## config.mk

```make
export PLATFORM = sky130hd
export DESIGN_NAME = btn_debounce_multi
export DESIGN_NICKNAME = d
export VERILOG_FILES = /design/src/rtl/btn_debounce_multi.sv
export SDC_FILE = /design/constraint.sdc
export NUM_CORES = 1
export LEC_CHECK = 0
export CAP_MARGIN = 0
export CORE_UTILIZATION = 55
export CTS_BUF_LIST = sky130_fd_sc_hd__clkbuf_16
export CTS_CLUSTER_DIAMETER = 60
export CTS_CLUSTER_SIZE = 30
export DETAILED_ROUTE_END_ITERATION = 8
export DONT_BUFFER_PORTS = 1
export PLACE_DENSITY_LB_ADDON = 0.25
export SYNTH_ARGS = -nofsm -noshare
export SYNTH_HDL_FRONTEND = slang
export SYNTH_SLANG_ARGS = --single-unit
```

## constraint.sdc

```tcl
create_clock -name clk -period 5.5 [get_ports clk]
set_input_delay 0.825 -clock clk [delete_from_list [all_inputs] [get_ports clk]]
set_output_delay 0.825 -clock clk [all_outputs]
set_load 0.005 [all_outputs]
```

## src/rtl/btn_debounce_multi.sv

```systemverilog
// Multi-channel push-button conditioner: 2-flop sync, tick-sampled window with
// hysteresis, press/release/long-press pulses. Optional auto-repeat: AUTO_REPEAT_EN.
module btn_debounce_multi #(
  parameter int N_BTN        = 4,
  parameter int TICK_DIV     = 1000,
  parameter int N_SAMPLE     = 8,
  parameter int LONG_TICKS   = 50000,
  parameter int REPEAT_TICKS = 10000
) (
  input  logic             clk,
  input  logic             rst,
  input  logic [N_BTN-1:0] i_btn,
  output logic [N_BTN-1:0] o_level,
  output logic [N_BTN-1:0] o_press,
  output logic [N_BTN-1:0] o_release,
  output logic [N_BTN-1:0] o_long
);

  localparam int TICK_W = (TICK_DIV > 1) ? $clog2(TICK_DIV) : 1;
  localparam int HOLD_W = $clog2(LONG_TICKS + 1);
  localparam logic [TICK_W-1:0] TICK_LAST = TICK_W'(TICK_DIV - 1);
  localparam logic [TICK_W-1:0] TICK_ONE  = TICK_W'(1);
  localparam logic [HOLD_W-1:0] HOLD_LAST = HOLD_W'(LONG_TICKS - 1);
  localparam logic [HOLD_W-1:0] HOLD_MAX  = HOLD_W'(LONG_TICKS);
  localparam logic [HOLD_W-1:0] HOLD_ONE  = HOLD_W'(1);
`ifdef AUTO_REPEAT_EN
  localparam int RPT_W = $clog2(REPEAT_TICKS + 1);
  localparam logic [RPT_W-1:0] RPT_LAST = RPT_W'(REPEAT_TICKS - 1);
  localparam logic [RPT_W-1:0] RPT_ONE  = RPT_W'(1);
`endif

  if (TICK_DIV < 2 || N_SAMPLE < 2 || LONG_TICKS < 1 || REPEAT_TICKS < 1) begin : g_param_check
    $error("btn_debounce_multi: illegal parameter set");
  end

  typedef enum logic [1:0] {
    ST_IDLE    = 2'd0,
    ST_PRESSED = 2'd1,
    ST_HELD    = 2'd2
  } state_t;

  logic [TICK_W-1:0] r_tick_cnt;
  logic              w_tick;

  assign w_tick = (r_tick_cnt == TICK_LAST);

  // Shared sample-tick divider
  always_ff @(posedge clk or posedge rst) begin
    if (rst) begin
      r_tick_cnt <= {TICK_W{1'b0}};
    end else if (w_tick) begin
      r_tick_cnt <= {TICK_W{1'b0}};
    end else begin
      r_tick_cnt <= r_tick_cnt + TICK_ONE;
    end
  end

  for (genvar g = 0; g < N_BTN; g++) begin : g_ch
    logic                r_sync1, r_sync2;
    logic [N_SAMPLE-1:0] r_win;
    logic                r_level, r_press, r_release, r_long;
    state_t              r_state, w_state_nxt;
    logic [HOLD_W-1:0]   r_hold, w_hold_nxt;
    logic                w_level_nxt, w_rise, w_fall, w_press_nxt, w_long_nxt;
`ifdef AUTO_REPEAT_EN
    logic [RPT_W-1:0]    r_rpt, w_rpt_nxt;
`endif

    // Synchroniser and tick-gated sample window
    always_ff @(posedge clk or posedge rst) begin
      if (rst) begin
        r_sync1 <= 1'b0;
        r_sync2 <= 1'b0;
        r_win   <= {N_SAMPLE{1'b0}};
      end else begin
        r_sync1 <= i_btn[g];
        r_sync2 <= r_sync1;
        if (w_tick) begin
          r_win <= {r_win[N_SAMPLE-2:0], r_sync2};
        end
      end
    end

    // Hysteresis: only a uniform window may move the level
    always_comb begin
      w_level_nxt = r_level;
      if (&r_win) begin
        w_level_nxt = 1'b1;
      end else if (~|r_win) begin
        w_level_nxt = 1'b0;
      end else begin
        w_level_nxt = r_level;
      end
    end

    assign w_rise = w_level_nxt & ~r_level;
    assign w_fall = ~w_level_nxt & r_level;

    // Press-tracking FSM: next state, hold counter and pulse requests
    always_comb begin
      w_state_nxt = r_state;
      w_hold_nxt  = r_hold;
      w_press_nxt = w_rise;
      w_long_nxt  = 1'b0;
`ifdef AUTO_REPEAT_EN
      w_rpt_nxt   = r_rpt;
`endif
      case (r_state)
        ST_IDLE: begin
          w_hold_nxt = {HOLD_W{1'b0}};
          if (w_rise) begin
            w_state_nxt = ST_PRESSED;
          end else begin
            w_state_nxt = ST_IDLE;
          end
        end
        ST_PRESSED: begin
          // A fall on the same tick as the long threshold suppresses o_long
          if (w_fall) begin
            w_state_nxt = ST_IDLE;
            w_hold_nxt  = {HOLD_W{1'b0}};
          end else if (w_tick) begin
            if (r_hold == HOLD_LAST) begin
              w_state_nxt = ST_HELD;
              w_hold_nxt  = HOLD_MAX;
              w_long_nxt  = 1'b1;
`ifdef AUTO_REPEAT_EN
              w_rpt_nxt   = {RPT_W{1'b0}};
`endif
            end else begin
              w_hold_nxt = r_hold + HOLD_ONE;
            end
          end else begin
            w_state_nxt = ST_PRESSED;
          end
        end
        ST_HELD: begin
          if (w_fall) begin
            w_state_nxt = ST_IDLE;
            w_hold_nxt  = {HOLD_W{1'b0}};
          end
`ifdef AUTO_REPEAT_EN
          else if (w_tick) begin
            if (r_rpt == RPT_LAST) begin
              w_press_nxt = 1'b1;
              w_rpt_nxt   = {RPT_W{1'b0}};
            end else begin
              w_rpt_nxt = r_rpt + RPT_ONE;
            end
          end
`endif
          else begin
            w_state_nxt = ST_HELD;
          end
        end
        default: begin
          w_state_nxt = ST_IDLE;
          w_hold_nxt  = {HOLD_W{1'b0}};
        end
      endcase
    end

    // State, counters and registered outputs
    always_ff @(posedge clk or posedge rst) begin
      if (rst) begin
        r_state   <= ST_IDLE;
        r_hold    <= {HOLD_W{1'b0}};
        r_level   <= 1'b0;
        r_press   <= 1'b0;
        r_release <= 1'b0;
        r_long    <= 1'b0;
`ifdef AUTO_REPEAT_EN
        r_rpt     <= {RPT_W{1'b0}};
`endif
      end else begin
        r_state   <= w_state_nxt;
        r_hold    <= w_hold_nxt;
        r_level   <= w_level_nxt;
        r_press   <= w_press_nxt;
        r_release <= w_fall;
        r_long    <= w_long_nxt;
`ifdef AUTO_REPEAT_EN
        r_rpt     <= w_rpt_nxt;
`endif
      end
    end

    assign o_level[g]   = r_level;
    assign o_press[g]   = r_press;
    assign o_release[g] = r_release;
    assign o_long[g]    = r_long;
  end

endmodule

```

==> results of run 1 <==
-- synthesized netlist by cell type, drive strengths merged, types with 3 or more instances --
| master | count | area share (%) |
|---|---|---|
| a211oi | 4 | 0.44 |
| a21o | 4 | 0.44 |
| a21oi | 25 | 1.8 |
| a22o | 6 | 0.78 |
| and2 | 6 | 0.55 |
| and3 | 8 | 0.74 |
| and4 | 7 | 0.91 |
| buf | 26 | 2.5 |
| clkbuf | 16 | 0.89 |
| dfrtp | 138 | 51 |
| ha | 5 | 0.92 |
| inv | 18 | 1.0 |
| nand2 | 154 | 8.5 |
| nand2b | 6 | 0.55 |
| nand3 | 56 | 4.1 |
| nand4 | 26 | 2.4 |
| nor2 | 34 | 1.9 |
| nor2b | 7 | 0.65 |
| nor3 | 27 | 2.4 |
| nor4 | 11 | 1.5 |
| o21ai | 68 | 5.0 |
| o21bai | 5 | 0.55 |
| o31ai | 13 | 1.5 |
| o41ai | 4 | 0.63 |
| or3 | 17 | 1.6 |
| or4 | 5 | 0.55 |
| or4b | 3 | 0.44 |
| xnor2 | 5 | 0.65 |
| xor2 | 4 | 0.52 |
-- critical path, cell delays in order (launching register included) --
cell and delay [ns]:
dfrtp_1 0.42, ha_1 0.25, nand2_1 0.23, or3_2 0.97, or3_4 0.54, or3_1 0.34
o21ai_1 0.08
-- through the flow --
stage          area [sq um]  hold slack [ns]  cells
6_report               7350            0.358    882
5_1_grt                7350            0.363    882
4_1_cts                7350            0.356    882
3_5_place_dp           6760            0.344    851
3_3_place_gp           6760            0.340    851
2_1_floorplan          6770            0.331    743
-- metal layers --
metal	global-route usage (%)	part of all wire (%)	vias up
met4	10.4	1.6	0
li1	-	-	2611
met2	37.7	46	131
met1	33.3	48	2673
met3	5.52	4.4	21
met5	0	0	-
-- flip-flops by register name, indices dropped and copies added (netlist names) --
register,cells
g_ch.r_win,32
g_ch.r_sync1,4
r_tick_cnt,10
g_ch.r_sync2,4
g_ch.r_release,4
g_ch.r_state,8
g_ch.r_hold,64
g_ch.r_long,4
g_ch.r_level,4
g_ch.r_press,4
-- worst paths after layout --
| kind | start | end | cells past startpoint |
|---|---|---|---|
| max | r_tick_cnt[0] | g_ch[1].r_hold[13] | 6 |
| min | g_ch[1].r_sync1 | g_ch[1].r_sync2 | 0 |
| max reg2reg | r_tick_cnt[0] | g_ch[1].r_hold[13] | 6 |
| min reg2reg | g_ch[1].r_sync1 | g_ch[1].r_sync2 | 0 |
| max in group asynchronous | rst | r_tick_cnt[6] | 2 |
| min in group asynchronous | rst | g_ch[3].r_release | 1 |
-- power by group through the flow --
stage	clock [uW]	combinational, uW	sequential (uW)
final	1150	19.4	1020
after global placement	0	21.0	1040
after detailed placement	0	21.0	1040
after CTS	1170	21.1	1020
after floorplan	0	14.7	1040
after global routing	1210	24.1	1020
-- layout make-up --
class / instances / area share, %
sequential: 138 / 47.0
multi-input combinational: 544 / 41.2
clock buffer: 17 / 5.79
tap: 147 / 2.50
clock inverter: 14 / 2.23
inverter: 19 / 1.04
timing repair buffer: 3 / 0.306
-- cells by family (layout without fill, tap and decap cells) --
group / after synthesis / after routing / synth area share, %
simple gates: 383 / 383 / 29.0
compound gates: 145 / 145 / 13.2
flops: 138 / 138 / 51.0
buf+inv: 61 / 53 / 4.42
xor+xnor: 9 / 9 / 1.16
fa+ha+maj: 5 / 5 / 0.924
mux: 2 / 2 / 0.296
==> impl_metrics.env, run 1 <==
export IMPL_antenna_cells=0
export IMPL_die_y_microns=113
export IMPL_synth_seq_cells=138
export IMPL_utilization_pct=61.2
export IMPL_place_gp_congestion=0.865
export IMPL_relSlewSlack_pct=20.4
export IMPL_final_nets=734
export IMPL_crit_arrival_ns=3.28
export IMPL_power_uw=2190
export IMPL_critical_path_peak_fanout=51
export IMPL_first_pass_iters=7
export IMPL_endpoint_kind="register"
export IMPL_finalSetupTns_ns=0
export IMPL_finalMaxSlewViolations=0
export IMPL_io_pins=22
export IMPL_post_drt_wl_per_cell_microns=16.1
export IMPL_seqPwrFrac_pct=46.6
export IMPL_cts_hold_buf=0
export IMPL_avgSynthCellArea_sq_um=9.11
export IMPL_antenna_left=0
export IMPL_via_count=5436
export IMPL_regArea_sq_mm=0.00345
export IMPL_syn_nets=754
export IMPL_syn2layout_area_growth_pct=8.58
export IMPL_cp_required_ns=5.84
export IMPL_clock_latency_ns=0.42
export IMPL_timing_final_ws_setup_ns=2.56
export IMPL_die_x_microns=113
export IMPL_clock_sinks=138
export IMPL_antenna_found_initial=0
export IMPL_switchingPower_uw=427
export IMPL_cts_root_buf="clkbuf_16"
export IMPL_cts_buffers=17
export IMPL_period_minus_slack_ns=2.94
export IMPL_hpwl_microns=9040
export IMPL_synth_edff_count=0
export IMPL_final_cell_mix="nand2_1, dfrtp_1, o21ai_0"
export IMPL_grt_pass1_wl_microns=24600
export IMPL_start_kind="register"
export IMPL_cts_tree="yes"
export IMPL_status="completed"
export IMPL_synthCells=743
export IMPL_fillCellCount=1026
export IMPL_multi_input_area_sq_mm=0.00303
export IMPL_peakVddDrop_uv=372
export IMPL_clkPwrFrac_pct=52.5
export IMPL_post_cts_setup_buffer_count=0
export IMPL_drv_cap=0
export IMPL_grt_ovfl_total=0
export IMPL_reg2reg_slack_ns=2.56
export IMPL_hold_viol_final=0
export IMPL_clk_pin_slew_worst_paths_ns=0.06
export IMPL_routed_wl_microns=14200
export IMPL_p_int_uw=1760
export IMPL_layout_commonest_cell="nand2_1"
export IMPL_synth_async_reset_ratio_pct=100
export IMPL_start_util_pct=56.4
export IMPL_hp_class="register to register"
export IMPL_synthesis_area_sq_mm=0.00677
export IMPL_final_setup_viol_count=0
export IMPL_post_cts_resized=0
export IMPL_p_comb_share_pct=0.9
export IMPL_htreeDepth=4
export IMPL_rsz0062_at_grt="no"
export IMPL_core_sq_mm=0.0120
export IMPL_synth_ff_type="dfrtp_1"
export IMPL_fmax_mhz=341
export IMPL_ys_seq_area_share_pct=51.0
export IMPL_rows=40
export IMPL_leakagePower_uw=0.00325
export IMPL_power_density_mw_per_mm2=298
export IMPL_pre_cts_ws_ns=2.65
export IMPL_grt_pass1_vias=5145
export IMPL_first_iter_violations=476
export IMPL_worst_pin_slew_ns=1.19
export IMPL_portBuffers=0
export IMPL_cts_buffer_depth=2
export IMPL_track_usage_pct=24.4
export IMPL_fin_crit_sh_pct=53.4
export IMPL_drive_gt1_share_pct=5.44
export IMPL_vias_per_cell=6.16
export IMPL_yosysWarnings=0
export IMPL_skew_ns=0.0101
export IMPL_switching_share_pct=19.5
export IMPL_timing_setup_critical_path_class="register to register"
export IMPL_synth_cell_types=61
export IMPL_die_area_sq_mm=0.0128
export IMPL_drc=0
export IMPL_grt_max_degree=77
(Power assumes the default switching activity.)
==> run 2: changes to the inputs <==
==> constraint.sdc (replaced) <==
create_clock -name clk -period 2.7 [get_ports clk]
set_input_delay 0.405 -clock clk [delete_from_list [all_inputs] [get_ports clk]]
set_output_delay 0.405 -clock clk [all_outputs]
set_load 0.005 [all_outputs]
==> run 2 against run 1 <==
  * Worst hold slack got worse by 0.34 ns
  * Die area unchanged
  * Via count decreased by 0.59%
  * First-iteration DRC count increased by 11%
  * Largest power group unchanged
  * Highest routed layer unchanged
==> impl_metrics.env, run 2 (synthesized netlist as in run 1, its figures left out) <==
export IMPL_status="completed"
export IMPL_hold_viol_final=0
export IMPL_top_regs="g_ch.r_hold x64, g_ch.r_win x32, r_tick_cnt x10"
export IMPL_track_usage_pct=23.8
export IMPL_largest_reg_flops=64
export IMPL_cts_buffer_depth=2
export IMPL_hp_class="input pin to register"
export IMPL_via_count=5404
export IMPL_clk_pin_slew_worst_paths_ns=0.06
export IMPL_cp_cell_sequence="ha_1 -> nand2_1 -> or3_2 -> buf_4 -> nor2_1 -> nand2_1 -> o31ai_1"
export IMPL_grt_pass1_vias=5079
export IMPL_post_cts_setup_buffer_count=0
export IMPL_final_nets=750
export IMPL_cp_required_ns=3.03
export IMPL_fin_crit_sh_pct=91.1
export IMPL_rr_worst_depth=7
export IMPL_holdPathStages=0
export IMPL_grt_pass1_wl_microns=24200
export IMPL_cp_endpoint="g_ch[1].r_hold[8]"
export IMPL_core_sq_mm=0.0120
export IMPL_antenna_left=0
export IMPL_crit_slowest_cell="or3_2"
export IMPL_start_kind="register"
export IMPL_htreeDepth=4
export IMPL_timing_setup_critical_path_class="register to register"
export IMPL_first_iter_violations=530
export IMPL_leakagePower_uw=0.00331
export IMPL_rr_startpoint="r_tick_cnt[0]"
export IMPL_grt_ovfl_total=0
export IMPL_syn2layout_area_growth_pct=10.6
export IMPL_finalSetupTns_ns=0
export IMPL_regMostFlops="g_ch.r_hold"
export IMPL_io_pins=22
export IMPL_post_cts_resized=0
export IMPL_routed_wl_microns=13900
export IMPL_finalMaxSlewViolations=0
export IMPL_cts_hold_buf=3
export IMPL_period_minus_slack_ns=2.46
export IMPL_post_drt_wl_per_cell_microns=15.5
export IMPL_crit_arrival_ns=2.79
export IMPL_first_pass_iters=5
export IMPL_skew_ns=0.00816
export IMPL_rows=40
export IMPL_endpoint_kind="register"
export IMPL_cts_buffers=17
export IMPL_critical_path_depth=7
export IMPL_drive_gt1_share_pct=7.71
export IMPL_die_y_microns=113
export IMPL_worst_pin_slew_ns=1.20
export IMPL_path_delay_family="simple AND/OR/NAND/NOR gates"
export IMPL_layout_commonest_cell="nand2_1"
export IMPL_cts_tree="yes"
export IMPL_relSlewSlack_pct=19.7
export IMPL_critPathMaxStageDelay_ns=0.69
export IMPL_critical_path_peak_fanout=15
export IMPL_dpl_cell_area_sq_mm=0.00687
export IMPL_start_util_pct=56.4
export IMPL_power_density_mw_per_mm2=591
export IMPL_cp_startpoint="r_tick_cnt[0]"
export IMPL_die_x_microns=113
export IMPL_clock_latency_ns=0.42
export IMPL_cts_root_buf="clkbuf_16"
export IMPL_drc=0
export IMPL_final_cell_mix="nand2_1, dfrtp_1, o21ai_0"
export IMPL_reg2reg_slack_ns=0.24
export IMPL_peakVddDrop_uv=463
export IMPL_portBuffers=0
export IMPL_place_gp_congestion=0.850
export IMPL_crit_top_cell="nand2_1"
export IMPL_antenna_found_initial=0
export IMPL_final_setup_viol_count=0
export IMPL_antenna_cells=0
export IMPL_design_area_sq_mm=0.00749
export IMPL_timing_rr_end="g_ch[1].r_hold[8]"
export IMPL_die_area_sq_mm=0.0128
export IMPL_fmax_mhz=407
export IMPL_rsz0062_at_grt="no"
export IMPL_power_uw=4430
export IMPL_vias_per_cell=6.01
export IMPL_drv_cap=0
export IMPL_clock_sinks=138
export IMPL_cp_num_buf_inv=1
export IMPL_grt_max_degree=139
export IMPL_hpwl_microns=9120
-- run 2: final cells by class --
| type | instances | area, sq um |
|---|---|---|
| clock buffer | 17 | 425 |
| clock inverter | 15 | 160 |
| fill | 984 | 4530 |
| inverter | 19 | 75.1 |
| multi-input combinational | 544 | 3030 |
| sequential | 138 | 3450 |
| tap | 147 | 184 |
| timing repair buffer | 19 | 163 |
-- run 2: worst min path at each step --
stage                          startpoint         endpoint  slack [ns]
after global routing             i_btn[1]  g_ch[1].r_sync1      0.0009
final                            i_btn[1]  g_ch[1].r_sync1        0.01
after detailed placement  g_ch[0].r_sync1  g_ch[0].r_sync2        0.34
after global placement    g_ch[2].r_sync1  g_ch[2].r_sync2        0.34
after CTS                        i_btn[1]  g_ch[1].r_sync1       0.004
after floorplan           g_ch[0].r_sync1  g_ch[0].r_sync2        0.33
-- run 2: worst register-to-register path: cells and delay by family, from the launching register on --
| family | cells | cell delay (ns) |
|---|---|---|
| fa+ha+maj | 1 | 0.22 |
| simple gates | 4 | 1.27 |
| compound gates | 1 | 0.23 |
| buf+inv | 1 | 0.26 |
| flops | 1 | 0.39 |
-- run 2: power by group --
part	total, uW	internal, uW	switching, uW
Combinational	44.8	6.30	38.5
Clock	2300	1430	872
Sequential	2080	2080	1.65
-- run 2: metal layers --
layer | vias up | wire (microns) | track usage, %
li1 | 2649 | - | -
met1 | 2621 | 6600 | 33.4
met2 | 116 | 6560 | 36.3
met3 | 18 | 573 | 5.46
met4 | 0 | 199 | 9.21
met5 | - | 0 | 0
-- run 2: stage by stage --
step                      worst slack, ns  std cells  hold slack [ns]  utilization (%)
after floorplan                     0.574        743            0.331                -
after global placement              0.366        864            0.337             57.2
after detailed placement            0.252        864            0.341             57.2
after CTS                           0.232        899          0.00416             62.3
after global routing               0.0389        899         0.000939             62.3
final                               0.241        899           0.0142             62.3
